$ cat src/rtl/fifo_wr_arbiter_if.sv
// -----------------------------------------------------------------------------
// fifo_wr_arbiter_if
//   Bundles the requester handshake and the FIFO write-port signals that
//   surround fifo_wr_arbiter.
//
//   Parameters
//     WIDTH    data width per beat (matches the FIFO WIDTH)
//     NUM_REQ  number of requesters
//
//   Signals (names are as seen from the arbiter)
//     i_req_stb      [NUM_REQ]        per-requester write request, held until acked
//     i_req_data     [NUM_REQ][WIDTH] requester k data at bits [k*WIDTH +: WIDTH]
//     o_req_ack      [NUM_REQ]        one-hot or zero, beat accepted this cycle
//     o_grant        [NUM_REQ]        registered one-hot owner, zero when idle
//     o_busy                          high while an owner is held
//     o_fifo_w_stb                    write strobe to the FIFO
//     o_fifo_w_data  [WIDTH]          owner's data to the FIFO, zero when idle
//     i_fifo_full                     FIFO full flag
//
//   Modports
//     master  environment side: requesters plus the FIFO full flag
//     slave   the arbiter itself
// -----------------------------------------------------------------------------
interface fifo_wr_arbiter_if #(
  parameter int WIDTH   = 4,
  parameter int NUM_REQ = 4
);
  logic [NUM_REQ-1:0]            i_req_stb;
  logic [NUM_REQ-1:0][WIDTH-1:0] i_req_data;
  logic [NUM_REQ-1:0]            o_req_ack;
  logic [NUM_REQ-1:0]            o_grant;
  logic                          o_busy;
  logic                          o_fifo_w_stb;
  logic [WIDTH-1:0]              o_fifo_w_data;
  logic                          i_fifo_full;

  modport master (
    output i_req_stb, i_req_data, i_fifo_full,
    input  o_req_ack, o_grant, o_busy, o_fifo_w_stb, o_fifo_w_data
  );

  modport slave (
    input  i_req_stb, i_req_data, i_fifo_full,
    output o_req_ack, o_grant, o_busy, o_fifo_w_stb, o_fifo_w_data
  );
endinterface

$ cat src/rtl/fifo_wr_arbiter.sv
// -----------------------------------------------------------------------------
// fifo_wr_arbiter
//   Round-robin arbiter sharing one FIFO write port between NUM_REQ
//   producers. One requester owns the port at a time; its beats are forwarded
//   while the FIFO is not full, and ownership rotates fairly starting from the
//   requester after the previous owner. Every change of owner costs one idle
//   arbitration cycle.
//
//   Parameters
//     WIDTH      data width per beat (matches the FIFO WIDTH)
//     NUM_REQ    number of requesters, >= 2
//     BURST_LEN  maximum beats per grant, >= 1 (burst build only)
//
//   Ports
//     clk      clock, rising edge
//     rst      asynchronous active-low reset
//     arb_bus  fifo_wr_arbiter_if.slave: requests/acks, grant/busy status,
//              FIFO write strobe/data and FIFO full
//
//   Build option
//     FIFO_ARB_BURST_EN  defined: a grant lasts up to BURST_LEN beats.
//                        undefined: the beat counter is absent and ownership
//                        is released after every accepted beat, so
//                        contending requesters interleave one beat each.
// -----------------------------------------------------------------------------

// Per-requester slice: ack qualification and data gating for one lane.
module fifo_wr_arbiter_lane #(
  parameter int WIDTH = 4
) (
  input  logic             i_grant,
  input  logic             i_stb,
  input  logic             i_full,
  input  logic [WIDTH-1:0] i_data,
  output logic             o_ack,
  output logic [WIDTH-1:0] o_data
);
  // Full gates the ack with no register in between, so a beat is never
  // offered to a full FIFO.
  assign o_ack  = i_grant & i_stb & ~i_full;
  assign o_data = i_data & {WIDTH{i_grant}};
endmodule

module fifo_wr_arbiter #(
  parameter int WIDTH     = 4,
  parameter int NUM_REQ   = 4,
  parameter int BURST_LEN = 4
) (
  input  logic           clk,
  input  logic           rst,
  fifo_wr_arbiter_if.slave arb_bus
);
  localparam int IDX_W = (NUM_REQ > 1) ? $clog2(NUM_REQ) : 1;

  typedef enum logic {S_IDLE, S_OWN} state_t;

  state_t                        r_state, w_state_nxt;
  logic [IDX_W-1:0]              r_owner, w_owner_nxt;
  logic [IDX_W-1:0]              r_last,  w_last_nxt;
  logic [NUM_REQ-1:0]            r_grant, w_grant_nxt;

  logic [NUM_REQ-1:0]            w_req_stb;
  logic [NUM_REQ-1:0][WIDTH-1:0] w_req_data;
  logic                          w_full;
  logic [NUM_REQ-1:0]            w_ack;
  logic [NUM_REQ-1:0][WIDTH-1:0] w_lane_data;
  logic [WIDTH-1:0]              w_wdata;

  logic [IDX_W-1:0]              w_pick;
  logic                          w_pick_vld;
  logic [IDX_W-1:0]              w_idx;
  logic                          w_accept;
  logic                          w_owner_stb;
  logic                          w_last_beat;
  logic                          w_release;

  assign w_req_stb  = arb_bus.i_req_stb;
  assign w_req_data = arb_bus.i_req_data;
  assign w_full     = arb_bus.i_fifo_full;

  // r_grant is the one-hot owner and is zero outside S_OWN, so it doubles as
  // the lane enable: nothing is acked or forwarded while idle.
  fifo_wr_arbiter_lane #(.WIDTH(WIDTH)) u_lane [NUM_REQ-1:0] (
    .i_grant (r_grant),
    .i_stb   (w_req_stb),
    .i_full  ({NUM_REQ{w_full}}),
    .i_data  (w_req_data),
    .o_ack   (w_ack),
    .o_data  (w_lane_data)
  );

  always_comb begin
    w_wdata = '0;
    for (int k = 0; k < NUM_REQ; k++) w_wdata |= w_lane_data[k];
  end

  assign w_accept    = |w_ack;
  assign w_owner_stb = w_req_stb[r_owner];

  // Round-robin search upward from last+1. The loop runs from the lowest
  // priority offset to the highest so the last hit is the winner.
  always_comb begin
    w_pick     = '0;
    w_pick_vld = 1'b0;
    w_idx      = '0;
    for (int i = NUM_REQ; i >= 1; i--) begin
      w_idx = IDX_W'((int'(r_last) + i) % NUM_REQ);
      if (w_req_stb[w_idx]) begin
        w_pick     = w_idx;
        w_pick_vld = 1'b1;
      end
    end
  end

`ifdef FIFO_ARB_BURST_EN
  localparam int CNT_W = $clog2(BURST_LEN + 1);

  logic [CNT_W-1:0] r_cnt, w_cnt_nxt;

  assign w_last_beat = (r_cnt == CNT_W'(BURST_LEN - 1));

  always_comb begin
    w_cnt_nxt = r_cnt;
    if (r_state == S_IDLE)
      w_cnt_nxt = '0;
    else if (w_accept)
      w_cnt_nxt = r_cnt + 1'b1;
  end

  // Full blocks w_accept, so the count simply holds across full cycles.
  always_ff @(posedge clk or negedge rst) begin
    if (!rst) r_cnt <= '0;
    else      r_cnt <= w_cnt_nxt;
  end
`else
  // Every accepted beat ends the grant.
  assign w_last_beat = 1'b1;
`endif

  // Full never releases ownership: with full high there is no accept, and the
  // owner's strobe is still high.
  assign w_release = ~w_owner_stb | (w_accept & w_last_beat);

  always_comb begin
    w_state_nxt = r_state;
    w_owner_nxt = r_owner;
    w_last_nxt  = r_last;
    w_grant_nxt = r_grant;
    case (r_state)
      S_IDLE: begin
        if (w_pick_vld) begin
          w_state_nxt = S_OWN;
          w_owner_nxt = w_pick;
          w_grant_nxt = NUM_REQ'(1) << w_pick;
        end
      end
      S_OWN: begin
        if (w_release) begin
          w_state_nxt = S_IDLE;
          w_last_nxt  = r_owner;
          w_grant_nxt = '0;
        end
      end
      default: begin
        w_state_nxt = S_IDLE;
        w_grant_nxt = '0;
      end
    endcase
  end

  // last resets to NUM_REQ-1 so requester 0 has first priority.
  always_ff @(posedge clk or negedge rst) begin
    if (!rst) begin
      r_state <= S_IDLE;
      r_owner <= '0;
      r_last  <= IDX_W'(NUM_REQ - 1);
      r_grant <= '0;
    end else begin
      r_state <= w_state_nxt;
      r_owner <= w_owner_nxt;
      r_last  <= w_last_nxt;
      r_grant <= w_grant_nxt;
    end
  end

  assign arb_bus.o_req_ack     = w_ack;
  assign arb_bus.o_grant       = r_grant;
  assign arb_bus.o_busy        = (r_state == S_OWN);
  assign arb_bus.o_fifo_w_stb  = w_accept;
  assign arb_bus.o_fifo_w_data = w_wdata;
endmodule

$ cat src/flat_wrapper.sv
// flat-port wrapper written by rule: the top's interface ports become plain ports
module fifo_wr_arbiter_flat 
#(
  parameter int WIDTH     = 4,
  parameter int NUM_REQ   = 4,
  parameter int BURST_LEN = 4
)
  (clk, rst, arb_bus_i_req_stb, arb_bus_i_req_data, arb_bus_i_fifo_full, arb_bus_o_req_ack, arb_bus_o_grant, arb_bus_o_busy, arb_bus_o_fifo_w_stb, arb_bus_o_fifo_w_data);
  fifo_wr_arbiter_if #(.WIDTH(WIDTH), .NUM_REQ(NUM_REQ)) arb_bus_i ();
  input  logic clk;
  input  logic rst;
  input wire logic [$bits(arb_bus_i.i_req_stb)-1:0] arb_bus_i_req_stb;
  input wire logic [$bits(arb_bus_i.i_req_data)-1:0] arb_bus_i_req_data;
  input wire logic [$bits(arb_bus_i.i_fifo_full)-1:0] arb_bus_i_fifo_full;
  output wire logic [$bits(arb_bus_i.o_req_ack)-1:0] arb_bus_o_req_ack;
  output wire logic [$bits(arb_bus_i.o_grant)-1:0] arb_bus_o_grant;
  output wire logic [$bits(arb_bus_i.o_busy)-1:0] arb_bus_o_busy;
  output wire logic [$bits(arb_bus_i.o_fifo_w_stb)-1:0] arb_bus_o_fifo_w_stb;
  output wire logic [$bits(arb_bus_i.o_fifo_w_data)-1:0] arb_bus_o_fifo_w_data;
  assign arb_bus_i.i_req_stb = arb_bus_i_req_stb;
  assign arb_bus_i.i_req_data = arb_bus_i_req_data;
  assign arb_bus_i.i_fifo_full = arb_bus_i_fifo_full;
  assign arb_bus_o_req_ack = arb_bus_i.o_req_ack;
  assign arb_bus_o_grant = arb_bus_i.o_grant;
  assign arb_bus_o_busy = arb_bus_i.o_busy;
  assign arb_bus_o_fifo_w_stb = arb_bus_i.o_fifo_w_stb;
  assign arb_bus_o_fifo_w_data = arb_bus_i.o_fifo_w_data;
  fifo_wr_arbiter #(.WIDTH(WIDTH), .NUM_REQ(NUM_REQ), .BURST_LEN(BURST_LEN)) u_core (.clk(clk), .rst(rst), .arb_bus(arb_bus_i));
endmodule
$ cat config.mk
export PLATFORM = sky130hd
export DESIGN_NAME = fifo_wr_arbiter_flat
export DESIGN_NICKNAME = d
export VERILOG_FILES = /design/src/rtl/fifo_wr_arbiter_if.sv /design/src/rtl/fifo_wr_arbiter.sv /design/src/flat_wrapper.sv
export SDC_FILE = /design/constraint.sdc
export NUM_CORES = 1
export LEC_CHECK = 0
export ABC_AREA = 1
export CAP_MARGIN = 20
export CORE_MARGIN = 1.5
export CORE_UTILIZATION = 44
export CTS_BUF_LIST = sky130_fd_sc_hd__clkbuf_16
export DETAILED_ROUTE_END_ITERATION = 6
export GPL_ROUTABILITY_DRIVEN = 1
export PLACE_DENSITY_LB_ADDON = 0.25
export SYNTH_ARGS = -nofsm -noshare
export SYNTH_HDL_FRONTEND = slang
export SYNTH_SLANG_ARGS = --single-unit
$ cat constraint.sdc
create_clock -name clk -period 3.95 [get_ports clk]
set_input_delay 0.395 -clock clk [delete_from_list [all_inputs] [get_ports clk]]
set_output_delay 0.395 -clock clk [all_outputs]
set_load 0.1 [all_outputs]
==> flow_summary_export.csv <==
group,metric,value,unit
status,outcome,"completed",
global_routing,grt_pass1_vias,845,
setup_path,critPathLaunchType,"primary input",
cts,cts_buffers,3,
yosys,synth_seq_cells,9,
routing,drc,0,
floorplanning,fp.dieW,46.0,um
timing,drv_slew,0,
routing,avgRoutedWirePerCell,11.2,um
timing,tns,0,ns
yosys,synth_ff_type,"dfrtp_1",
global_routing,grt_max_degree,12,
setup_path,cp_max_fo,4,
yosys,syn-num-nets,159,
timing,hold-worst-slack,0.453,ns
timing,max_freq,379,MHz
global_routing,grt_first_pass_wirelength,3370,um
yosys,avgSynthCellArea,5.99,um2
setup_path,cp.buffers_inverters,3,
routing,viasPerCell,4.81,
yosys,synth_area_leader_cell,"nand2_1",
routing,dr.pass1.iters,4,
routing,ant_nets,0,
setup_path,endpoint_kind,"output port",
cts,max-clock-path-buffers,2,
setup_path,rrSetupSlack,2.19,ns
cells_and_area,nFillCells,164,
yosys,synthArstFlopShare,100,%
job,maxCapViolCount,0,
cts,cts_tree,"done",
setup_path,path_delay_family,"buffers and inverters",
timing,min_period,2.64,ns
floorplanning,fp.dieH,46.0,um
routing,routed-via-count,924,
cts,cts_sinks,9,
yosys,ys_types,17,
setup_path,cp_common_cell,"clkdlybuf4s50_1",
timing,worstMarginPinSlew,0.987,ns
floorplanning,rows,15,
cts,path_clk_slew,0.04,ns
yosys,synth_edf_count,0,
placement,gp_congestion,0.931,
cts,cts_resized,0,
cts,h-tree-depth,1,
floorplanning,core-area,0.00173,mm2
cts,post_cts.repair.setup_buffers,0,
floorplanning,start_util,47.2,%
setup_path,crit_chain,"clkdlybuf4s50_1 -> nand3_1 -> inv_1 -> clkdlybuf4s50_1",
setup_path,crit_slowest_cell,"clkdlybuf4s50_1",
placement,dp_hpwl,1690,um
cells_and_area,fin_nets,191,
yosys,syn-cell-area,815,um2
cells_and_area,area_growth,48.7,%
setup_path,required,3.56,ns
cts,cts_root_buf,"clkbuf_16",
power_and_ir_drop,peakVddDrop,0.678,mV
setup_path,max_stage_delay,1.12,ns
yosys,synth_cells,136,
floorplanning,dieArea,0.00212,mm2
timing,period_share,66.8,%
global_routing,grt_usage,22.2,%
yosys,yosysWarnings,0,
setup_path,cp.arrival,2.24,ns
timing,hold_violations,0,
timing,rsz0062_at_grt,"no",
yosys,ys_top_cells_by_area,"nand2_1 27%, dfrtp_1 22%, nand3_1 12%",
setup_path,rr_startpoint,"u_core.r_last[0]",
placement,io_buffers,36,
yosys,yosys-top-cells-count,"58 x nand2_1, 19 x nand3_1, 18 x inv_1",
cells_and_area,drive_gt1_share,7.19,%
yosys,yosysMostFrequentCell,"nand2_1",
yosys,ys_seq_area_share,28.0,%
cts,insertion_delay,0.24,ns
timing,clock_skew,0.000926,ns
routing,drtIter0Drc,17,
power_and_ir_drop,leakagePower,0.000627,uW
global_routing,antenna_found_initial,0,
cells_and_area,antenna_cells,0,
routing,wl,2140,um
setup_path,critical_path_class,"in -> out",
floorplanning,ios,37,
power_and_ir_drop,p_per_area,945,mW/mm2
timing,relSlewSlack,34.0,%
worst_hold_path,holdCritPathClass,"in -> async",
timing,setup_violations,0,
global_routing,grt_overflow_total,0,
yosys,synth_top_cell_area_share,26.7,%
setup_path,startpoint,"arb_bus_i_req_stb[0]",
cts,hold_buffers,0,
-- cells in the final DEF, fill, tap and decap left out --
cell,Yosys,final
or2_4,1,1
buf_4,8,1
nand2_2,3,3
a21oi_1,2,2
inv_2,1,1
o21ai_0,6,6
o21ai_1,2,2
nor3_1,1,1
dfstp_2,2,2
nand3_1,19,19
o21ai_4,1,1
clkdlybuf4s50_1,0,35
dfrtp_1,7,7
nand4_1,4,4
clkbuf_16,0,3
inv_1,18,19
nor2_1,2,2
nand2_1,58,58
-- layout make-up --
class | instances | area [um2] | area share (%)
flip-flops and latches | 9 | 228 | 18.8
clock buffers | 3 | 75.1 | 6.20
clock inverters | 1 | 3.75 | 0.310
repair buffers | 36 | 358 | 29.5
well taps | 25 | 31.3 | 2.58
inverters | 19 | 71.3 | 5.89
multi-input cells | 99 | 444 | 36.7
-- final timing paths --
| check | to | cells after the start |
|---|---|---|
| max reg2reg | u_core.arb_bus.o_grant[0] | 8 |
| max in group asynchronous | u_core.r_last[1] | 1 |
| min in group clk | u_core.r_last[1] | 2 |
| min reg2reg | u_core.r_last[1] | 2 |
| min | u_core.arb_bus.o_grant[3] | 1 |
| max | arb_bus_o_req_ack[0] | 4 |
-- registers in the layout (all words and copies together) (netlist names) --
| name | cells |
|---|---|
| u_core.r_last | 2 |
| u_core.arb_bus.o_busy | 1 |
| u_core.r_owner | 2 |
| u_core.arb_bus.o_grant | 4 |
-- cell families after synthesis --
kind of cell	count (synthesis)	share of synthesized area [%]
DFF	9	28.0
buffers and inverters	28	17.5
and+or+nand+nor	88	46.4
AOI/OAI and AO/OA	11	8.14
-- per-stage QoR --
stage | cells | instance area [um2] | worst slack [ns] | total power (uW) | utilization [%]
3_3_place_gp | 188 | 1130 | 1.31 | 947 | 65.6
4_1_cts | 192 | 1210 | 1.31 | 1140 | 70.1
6_report | 192 | 1210 | 1.31 | 1140 | 70.1
3_5_place_dp | 188 | 1130 | 1.31 | 962 | 65.6
2_1_floorplan | 136 | 815 | 2.16 | 809 | -
5_1_grt | 192 | 1210 | 1.22 | 1220 | 70.1
-- layer usage --
| layer | share of wire, % | GRT usage [%] | vias up |
|---|---|---|---|
| met5 | 0 | 0 | - |
| met4 | 1.4 | 9.14 | 0 |
| met3 | 3.3 | 3.57 | 3 |
| met2 | 50 | 36.4 | 18 |
| met1 | 45 | 28.6 | 419 |
| li1 | - | - | 484 |
-- worst register-to-register path: stages (launching register included) --
cell     delay [ns]
dfstp_2        0.64
inv_1          0.16
nand2_2        0.09
nand2_2        0.07
or2_4          0.28
o21ai_4        0.22
inv_2          0.07
nand3_1        0.09
nand2_1        0.05
-- power by group --
group	switching [uW]	leakage (uW)	internal, uW
combinational	566	0.000475	205
sequential	55.1	0.000110	140
clock	45.8	0.0000423	132
total	667	0.000627	477
(Power assumes the default switching activity.)
